==> config.mk <==
export PLATFORM = sky130hd
export DESIGN_NAME = decode_stage
export DESIGN_NICKNAME = d
export VERILOG_FILES = /design/src/rtl/riscv_pkg.sv /design/src/rtl/reg_file.sv /design/src/rtl/decode_stage.sv
export SDC_FILE = /design/constraint.sdc
export NUM_CORES = 2
export LEC_CHECK = 0
export ABC_AREA = 1
export CELL_PAD_IN_SITES_DETAIL_PLACEMENT = 0
export CELL_PAD_IN_SITES_GLOBAL_PLACEMENT = 1
export CORE_ASPECT_RATIO = 2
export CORE_UTILIZATION = 45
export CTS_CLUSTER_SIZE = 24
export DETAILED_ROUTE_END_ITERATION = 16
export HOLD_SLACK_MARGIN = 0.12
export PLACE_DENSITY = 0.9
export SKIP_CTS_REPAIR_TIMING = 1
export SYNTH_ARGS = -nofsm -noshare
export SYNTH_HDL_FRONTEND = slang
export SYNTH_SLANG_ARGS = --single-unit
==> constraint.sdc <==
create_clock -name clk_i -period 57.3 [get_ports clk_i]
set_input_delay 11.46 -clock clk_i [delete_from_list [all_inputs] [get_ports clk_i]]
set_output_delay 11.46 -clock clk_i [all_outputs]
set_load 0.02 [all_outputs]
==> src/rtl/riscv_pkg.sv <==
// Shared RV32I decode definitions: opcode values, immediate format select,
// control-bit bundle and the immediate generator used by the decode stage.
package riscv_pkg;

    localparam int XLEN_DEFAULT = 32;

    localparam logic [6:0] OPC_LUI    = 7'b0110111;
    localparam logic [6:0] OPC_AUIPC  = 7'b0010111;
    localparam logic [6:0] OPC_JAL    = 7'b1101111;
    localparam logic [6:0] OPC_JALR   = 7'b1100111;
    localparam logic [6:0] OPC_BRANCH = 7'b1100011;
    localparam logic [6:0] OPC_LOAD   = 7'b0000011;
    localparam logic [6:0] OPC_STORE  = 7'b0100011;
    localparam logic [6:0] OPC_OP_IMM = 7'b0010011;
    localparam logic [6:0] OPC_OP     = 7'b0110011;
    localparam logic [6:0] OPC_FENCE  = 7'b0001111;
    localparam logic [6:0] OPC_SYSTEM = 7'b1110011;

    typedef enum logic [2:0] {
        IMM_I,
        IMM_S,
        IMM_B,
        IMM_U,
        IMM_J,
        IMM_NONE
    } imm_sel_t;

    typedef struct packed {
        logic alu_src_imm;
        logic reg_write;
        logic mem_read;
        logic mem_write;
        logic branch;
        logic jump;
        logic illegal;
    } ctrl_t;

    // Formats without an immediate (R-type, FENCE, SYSTEM, illegal) yield 0.
    function automatic logic [31:0] gen_imm(input logic [31:0] instr, input imm_sel_t sel);
        logic [31:0] imm;
        case (sel)
            IMM_I:   imm = {{20{instr[31]}}, instr[31:20]};
            IMM_S:   imm = {{20{instr[31]}}, instr[31:25], instr[11:7]};
            IMM_B:   imm = {{19{instr[31]}}, instr[31], instr[7], instr[30:25], instr[11:8], 1'b0};
            IMM_U:   imm = {instr[31:12], 12'b0};
            IMM_J:   imm = {{11{instr[31]}}, instr[31], instr[19:12], instr[20], instr[30:21], 1'b0};
            default: imm = '0;
        endcase
        return imm;
    endfunction

endpackage

==> src/rtl/reg_file.sv <==
// Architectural register file: two asynchronous read ports, one synchronous
// write port, asynchronous clear, x0 hardwired to zero.
// Ports:
//   clk_i, reset_i        clock, async active-high reset (clears all registers)
//   rs1_addr / rs1_data   read port 1
//   rs2_addr / rs2_data   read port 2
//   wr_en, wr_addr, wr_data  write port; writes to x0 are dropped
module reg_file
    import riscv_pkg::*;
#(
    parameter int XLEN     = XLEN_DEFAULT,
    parameter int NUM_REGS = 32
) (
    input  logic                        clk_i,
    input  logic                        reset_i,
    input  logic [$clog2(NUM_REGS)-1:0] rs1_addr,
    output logic [XLEN-1:0]             rs1_data,
    input  logic [$clog2(NUM_REGS)-1:0] rs2_addr,
    output logic [XLEN-1:0]             rs2_data,
    input  logic                        wr_en,
    input  logic [$clog2(NUM_REGS)-1:0] wr_addr,
    input  logic [XLEN-1:0]             wr_data
);

    // No storage for x0; reads of index 0 are muxed to zero below.
    logic [XLEN-1:0] regs [1:NUM_REGS-1];

    always_ff @(posedge clk_i or posedge reset_i) begin
        if (reset_i) begin
            for (int i = 1; i < NUM_REGS; i++) begin
                regs[i] <= '0;
            end
        end else if (wr_en && wr_addr != '0) begin
            regs[wr_addr] <= wr_data;
        end
    end

    assign rs1_data = (rs1_addr == '0) ? '0 : regs[rs1_addr];
    assign rs2_data = (rs2_addr == '0) ? '0 : regs[rs2_addr];

endmodule

==> src/rtl/decode_stage.sv <==
// RV32I decode stage: register file read with write-back bypass, immediate
// generation and control decode, captured into one registered slot toward
// execute under a valid/ready handshake.
// Ports:
//   clk_i, reset_i                         clock, async active-high reset
//   instr_valid_i, instruction_i, pc_i     fetch side; instr_ready_o back-pressure
//   flush_i                                drop the slot (and any same-cycle accept)
//   wb_en_i, wb_rd_i, wb_data_i            register file write-back port
//   dec_valid_o, dec_ready_i               execute side handshake
//   pc_o .. illegal_o                      registered decode results
module decode_stage
    import riscv_pkg::*;
#(
    parameter int              XLEN     = XLEN_DEFAULT,
    parameter int              NUM_REGS = 32,
    parameter logic [XLEN-1:0] RESET_PC = '0
) (
    input  logic            clk_i,
    input  logic            reset_i,
    input  logic            instr_valid_i,
    input  logic [31:0]     instruction_i,
    input  logic [XLEN-1:0] pc_i,
    output logic            instr_ready_o,
    input  logic            flush_i,
    input  logic            wb_en_i,
    input  logic [4:0]      wb_rd_i,
    input  logic [XLEN-1:0] wb_data_i,
    output logic            dec_valid_o,
    input  logic            dec_ready_i,
    output logic [XLEN-1:0] pc_o,
    output logic [XLEN-1:0] rs1_data_o,
    output logic [XLEN-1:0] rs2_data_o,
    output logic [XLEN-1:0] imm_o,
    output logic [4:0]      rd_o,
    output logic [2:0]      funct3_o,
    output logic            funct7b5_o,
    output logic            alu_src_imm_o,
    output logic            reg_write_o,
    output logic            mem_read_o,
    output logic            mem_write_o,
    output logic            branch_o,
    output logic            jump_o,
    output logic            illegal_o
);

    logic [6:0]      opcode;
    logic [4:0]      rs1_idx;
    logic [4:0]      rs2_idx;
    logic [XLEN-1:0] rf_rs1;
    logic [XLEN-1:0] rf_rs2;
    logic [XLEN-1:0] rs1_val;
    logic [XLEN-1:0] rs2_val;
    logic [XLEN-1:0] imm_val;
    ctrl_t           ctrl;
    imm_sel_t        imm_sel;
    logic            accept;

    assign opcode  = instruction_i[6:0];
    assign rs1_idx = instruction_i[19:15];
    assign rs2_idx = instruction_i[24:20];

    reg_file #(
        .XLEN     (XLEN),
        .NUM_REGS (NUM_REGS)
    ) u_reg_file (
        .clk_i    (clk_i),
        .reset_i  (reset_i),
        .rs1_addr (rs1_idx),
        .rs1_data (rf_rs1),
        .rs2_addr (rs2_idx),
        .rs2_data (rf_rs2),
        .wr_en    (wb_en_i),
        .wr_addr  (wb_rd_i),
        .wr_data  (wb_data_i)
    );

    // A write landing on the same edge as the capture would otherwise be
    // missed, so forward it straight into the slot.
    assign rs1_val = (wb_en_i && wb_rd_i == rs1_idx && rs1_idx != 5'd0) ? wb_data_i : rf_rs1;
    assign rs2_val = (wb_en_i && wb_rd_i == rs2_idx && rs2_idx != 5'd0) ? wb_data_i : rf_rs2;

    // Any opcode outside the table, including those with [1:0] != 2'b11,
    // falls to the default arm with every side-effect bit clear.
    always_comb begin
        ctrl    = '0;
        imm_sel = IMM_NONE;
        case (opcode)
            OPC_LUI: begin
                imm_sel          = IMM_U;
                ctrl.reg_write   = 1'b1;
                ctrl.alu_src_imm = 1'b1;
            end
            OPC_AUIPC: begin
                imm_sel          = IMM_U;
                ctrl.reg_write   = 1'b1;
                ctrl.alu_src_imm = 1'b1;
            end
            OPC_JAL: begin
                imm_sel        = IMM_J;
                ctrl.jump      = 1'b1;
                ctrl.reg_write = 1'b1;
            end
            OPC_JALR: begin
                imm_sel          = IMM_I;
                ctrl.jump        = 1'b1;
                ctrl.reg_write   = 1'b1;
                ctrl.alu_src_imm = 1'b1;
            end
            OPC_BRANCH: begin
                imm_sel     = IMM_B;
                ctrl.branch = 1'b1;
            end
            OPC_LOAD: begin
                imm_sel          = IMM_I;
                ctrl.mem_read    = 1'b1;
                ctrl.reg_write   = 1'b1;
                ctrl.alu_src_imm = 1'b1;
            end
            OPC_STORE: begin
                imm_sel          = IMM_S;
                ctrl.mem_write   = 1'b1;
                ctrl.alu_src_imm = 1'b1;
            end
            OPC_OP_IMM: begin
                imm_sel          = IMM_I;
                ctrl.reg_write   = 1'b1;
                ctrl.alu_src_imm = 1'b1;
            end
            OPC_OP: begin
                ctrl.reg_write = 1'b1;
            end
            OPC_FENCE, OPC_SYSTEM: begin
            end
            default: begin
                ctrl.illegal = 1'b1;
            end
        endcase
    end

    assign imm_val       = gen_imm(instruction_i, imm_sel);
    assign instr_ready_o = !dec_valid_o || dec_ready_i;
    assign accept        = instr_valid_i && instr_ready_o;

    always_ff @(posedge clk_i or posedge reset_i) begin
        if (reset_i) begin
            dec_valid_o   <= 1'b0;
            pc_o          <= RESET_PC;
            rs1_data_o    <= '0;
            rs2_data_o    <= '0;
            imm_o         <= '0;
            rd_o          <= '0;
            funct3_o      <= '0;
            funct7b5_o    <= 1'b0;
            alu_src_imm_o <= 1'b0;
            reg_write_o   <= 1'b0;
            mem_read_o    <= 1'b0;
            mem_write_o   <= 1'b0;
            branch_o      <= 1'b0;
            jump_o        <= 1'b0;
            illegal_o     <= 1'b0;
        end else if (flush_i) begin
            // Flush wins over a same-cycle accept; the payload is left as is.
            dec_valid_o <= 1'b0;
        end else if (accept) begin
            dec_valid_o   <= 1'b1;
            pc_o          <= pc_i;
            rs1_data_o    <= rs1_val;
            rs2_data_o    <= rs2_val;
            imm_o         <= imm_val;
            rd_o          <= ctrl.reg_write ? instruction_i[11:7] : 5'd0;
            funct3_o      <= instruction_i[14:12];
            funct7b5_o    <= instruction_i[30];
            alu_src_imm_o <= ctrl.alu_src_imm;
            reg_write_o   <= ctrl.reg_write;
            mem_read_o    <= ctrl.mem_read;
            mem_write_o   <= ctrl.mem_write;
            branch_o      <= ctrl.branch;
            jump_o        <= ctrl.jump;
            illegal_o     <= ctrl.illegal;
        end else if (dec_ready_i) begin
            dec_valid_o <= 1'b0;
        end
    end

endmodule
==> metrics.md <==
| Metric | Value |
|---|---|
| Upper clock frequency limit | `41.5 MHz` |
| Port Buf Inserts | `252` |
| Unrepaired setup endpoints after global routing | `false` |
| Total power density per cell area | `33.4 nW/um^2` |
| Fin. max-slew vios | `0` |
| Overall die width | `267 um` |
| Period utilization | `42.1%` |
| Pin count of the biggest net entering global routing | `183` |
| Number of clock buffers inserted by TritonCTS | `107` |
| Post-synthesis compound-gate area fraction | `12.6%` |
| Initial Utilization | `45.3%` |
| Max-slew headroom | `15.3%` |
| Distinct cell type count of the synthesized netlist | `29` |
| Share of synthesized cell area in full adder, half adder and majority cells | `0%` |
| Fraction of layout instances using a drive strength above 1 | `4.87%` |
| Post-route minimum period | `24.10 ns` |
| CP Cell Sequence | `clkdlybuf4s50_1 > nor2_1 > inv_1 > clkdlybuf4s50_1` |
| Number of clock sinks | `1137` |
| Main combinational cell family by area after synthesis | `simple AND/OR/NAND/NOR gates` |
| Clock skew | `0.0291 ns` |
| Psw | `754 uW` |
| Final setup fails | `0` |
| Deepest clock path buffer count | `3` |
| First-pass GRT wire length | `368 mm` |
| Area of the mapped netlist | `63200 um^2` |
| NumNets Final | `8868` |
| Core Area | `140000 um^2` |
| Flops & latches, synth | `1137` |
| Cell type contributing the most total cell area after synthesis | `dfrtp_1` |
| Proportion of power drawn by flip-flops and latches | `44.7%` |
| Post-route DRC | `0` |
| GRT Overall Usage | `34.2%` |
| Number of rows in the core area | `194` |
| Post-detailed-placement cell area | `66100 um^2` |
| DP HPWL | `132 mm` |
| Cell at the root of the clock tree | `clkbuf_16` |
| Slowest stage cell, crit path | `clkdlybuf4s50_1` |
| Type of the worst setup path | `in2out` |
| Antenna Nets Post-Route | `0` |
| Maximum net fanout on the critical path | `2` |
| Wirelength, routed | `246 mm` |
| CTS clk-pin slew, worst paths | `0.06 ns` |
| Relative contribution of the clock network to total power | `33.2%` |
| Growth of design area from synthesis to finish | `10.5%` |
| Mapped Nets | `9142` |
| Synthesized area divided by synthesized cell count | `6.99 um^2` |
| Average vias per placed instance | `5.90` |
| Type of destination of the critical path | `primary output` |
| Count of final hold-check violations | `0` |
| Initial antenna violation count | `9` |
| Largest vdd supply drop | `22.0 uV` |
| Path category of the worst min-delay check | `reg2reg` |
| Internal | `1580 uW` |
| Violation count after the first detailed-route iteration | `8001` |
| Top-level port count | `253` |
| Post-placement cell count | `10.5k` |
| Residual overflow from global routing | `0` |
| Height of the die | `532 um` |
| Count of mapped cells out of synthesis | `9035` |
| TritonCTS clock tree | `built` |
| Fraction of synthesized cell area in xor and xnor cells | `0.0555%` |
| Leakage power summed over all cells | `0.0339 uW` |
| Combinational cell fraction of total power | `22.1%` |
| Via count | `63.2k` |
| Clk Latency, worst-skew pair | `0.73 ns` |
| Multiplexer share of the synthesized area | `0%` |
| Type of origin of the critical path | `primary input` |
| Switching share of power | `32.4%` |
| Die area | `142000 um^2` |
| Number of search-and-repair iterations in the first detailed-routing pass | `8` |
| Seq/Total Area, Yosys | `45.0%` |
| Number of warning messages in the yosys log | `0` |
| Most frequent CP cell | `clkdlybuf4s50_1` |
| Final Cell Area | `69800 um^2` |
| Maximum cell stage delay along the critical path | `0.54 ns` |
| Number of global-route vias before repair | `60.2k` |
| Number of cells in the finished layout apart from fillers | `10.7k` |
| Post-synth top area share | `45.0%` |
| Max capacitance violation total | `0` |
| CP Data Required Time | `45.84 ns` |
| Arrival time worst endpoint | `12.64 ns` |
| Top cells by area in the synthesized netlist | `dfrtp_1, nand2_1, nand3_1` |
| Post-Route Setup TNS | `0 ns` |
| Average wire per cell in the routed design | `23.0 um` |
| Transition at the pin with the smallest max-transition slack | `1.27 ns` |
| H-Tree Level Count | `3` |
| Placer Congestion | `0.846` |
| Outcome | `completed` |
| Synth Area in Simple Gates | `32.0%` |
final cells by class:
type | count | area (um^2)
diodes | 4 | 10.0
flip-flops and latches | 1137 | 28500
fillers | 13700 | 69800
well taps | 1862 | 2330
clock inverters | 35 | 567
clock buffers | 162 | 3150
repair buffers | 364 | 3460
inverters | 922 | 3510
multi-input cells | 6229 | 28300
flip-flops by register name, indices dropped and copies added (netlist names), 3 cells and up:
register and flops:
rs1_data_o 32, pc_o 32, u_reg_file.regs 992, funct3_o 3, rd_o 5, rs2_data_o 32
imm_o 32
worst paths after layout:
kind,startpoint,end,slack [ns],cells past startpoint
setup reg to reg,dec_valid_o$_DFFE_PP0P_,alu_src_imm_o$_DFFE_PP0P_,54.85,8
max in group asynchronous,reset_i,rs1_data_o[25]$_DFFE_PP0P_,41.90,6
setup / recovery,dec_ready_i,instr_ready_o,33.20,4
hold reg to reg,pc_o[10]$_DFFE_PP0P_,pc_o[10]$_DFFE_PP0P_,0.47,2
min in group asynchronous,reset_i,u_reg_file.regs[223]$_DFFE_PP0P_,11.28,2
hold / removal,pc_o[10]$_DFFE_PP0P_,pc_o[10]$_DFFE_PP0P_,0.47,2
power by group through the flow:
| stage | clock network (uW) | registers (uW) | logic, uW |
|---|---|---|---|
| after floorplan | 0 | 1050 | 349 |
| after global placement | 0 | 1050 | 493 |
| after detailed placement | 0 | 1050 | 508 |
| after CTS | 781 | 1040 | 511 |
| after global routing | 810 | 1060 | 582 |
| final | 773 | 1040 | 515 |
kinds of logic after synthesis:
family	after synthesis
DFF	1137
AOI/OAI and AO/OA	1449
and+or+nand+nor	4776
buffers and inverters	1669
xor gates and xnor gates	4
metal layers:
layer / up-vias / global-route usage (%) / wire length (um)
met5: - / 0 / 10
met4: 2 / 22.4 / 18400
met3: 931 / 5.27 / 24300
met2: 3691 / 55.5 / 113000
met1: 30100 / 42.0 / 90700
li1: 28400 / - / -
layout by cell type (no fill, tap or decap), types with 2 or more instances in the layout:
cell type and count:
nand2_1 2935, nand3_1 1525, dfrtp_1 1137, o21ai_0 1000, inv_1 905, o211ai_1 277, clkdlybuf4s50_1 242, nor2_1 177
a21oi_1 132, clkbuf_16 108, buf_4 107, or2_2 74, clkbuf_1 30, o21ai_1 27, clkbuf_8 24, nand2_2 22
clkinv_2 16, bufinv_16 14, nor3_2 11, nor2_4 11, nand4_1 10, inv_2 8, inv_6 7, buf_12 7
o31ai_1 6, diode_2 4, nand2_4 4, nor3_1 4, a22oi_1 4, inv_8 4, xnor2_1 4, buf_8 4
o22ai_1 2, buf_6 2, buf_2 2
cell usage after synthesis:
cell	instances
nor2_4	4
clkinv_1	4
clkbuf_1	499
inv_1	908
o21ai_1	27
or2_2	74
nand2_2	7
o211ai_1	277
nor3_1	5
nor3_2	10
buf_1	66
nand3_1	1525
nand2_1	2954
xnor2_1	4
clkbuf_2	1
nor4_4	1
inv_2	10
nor2_2	4
o22ai_1	2
a22oi_1	4
a41oi_1	1
o31ai_1	6
dfrtp_1	1137
o21ai_0	1000
nor2_1	181
a21oi_1	132
buf_2	181
nand4_1	10
nor3_4	1
metrics by stage:
step                      total power (uW)  util, %  worst slack (ns)  hold slack [ns]
after floorplan                       1400        -             13.82            0.453
final                                 2330     50.0             33.20            0.467
after detailed placement              1560     47.3             33.20            0.458
after CTS                             2330     50.0             33.20            0.473
after global routing                  2450     50.0             33.13            0.484
after global placement                1540     47.3             33.19            0.453
critical path: cells and delay by family:
family	cells	cell delay [ns]
buffers and inverters	3	1.01
AND/OR/NAND/NOR	1	0.17
No activity file was read; power rests on OpenSTA's default activity.
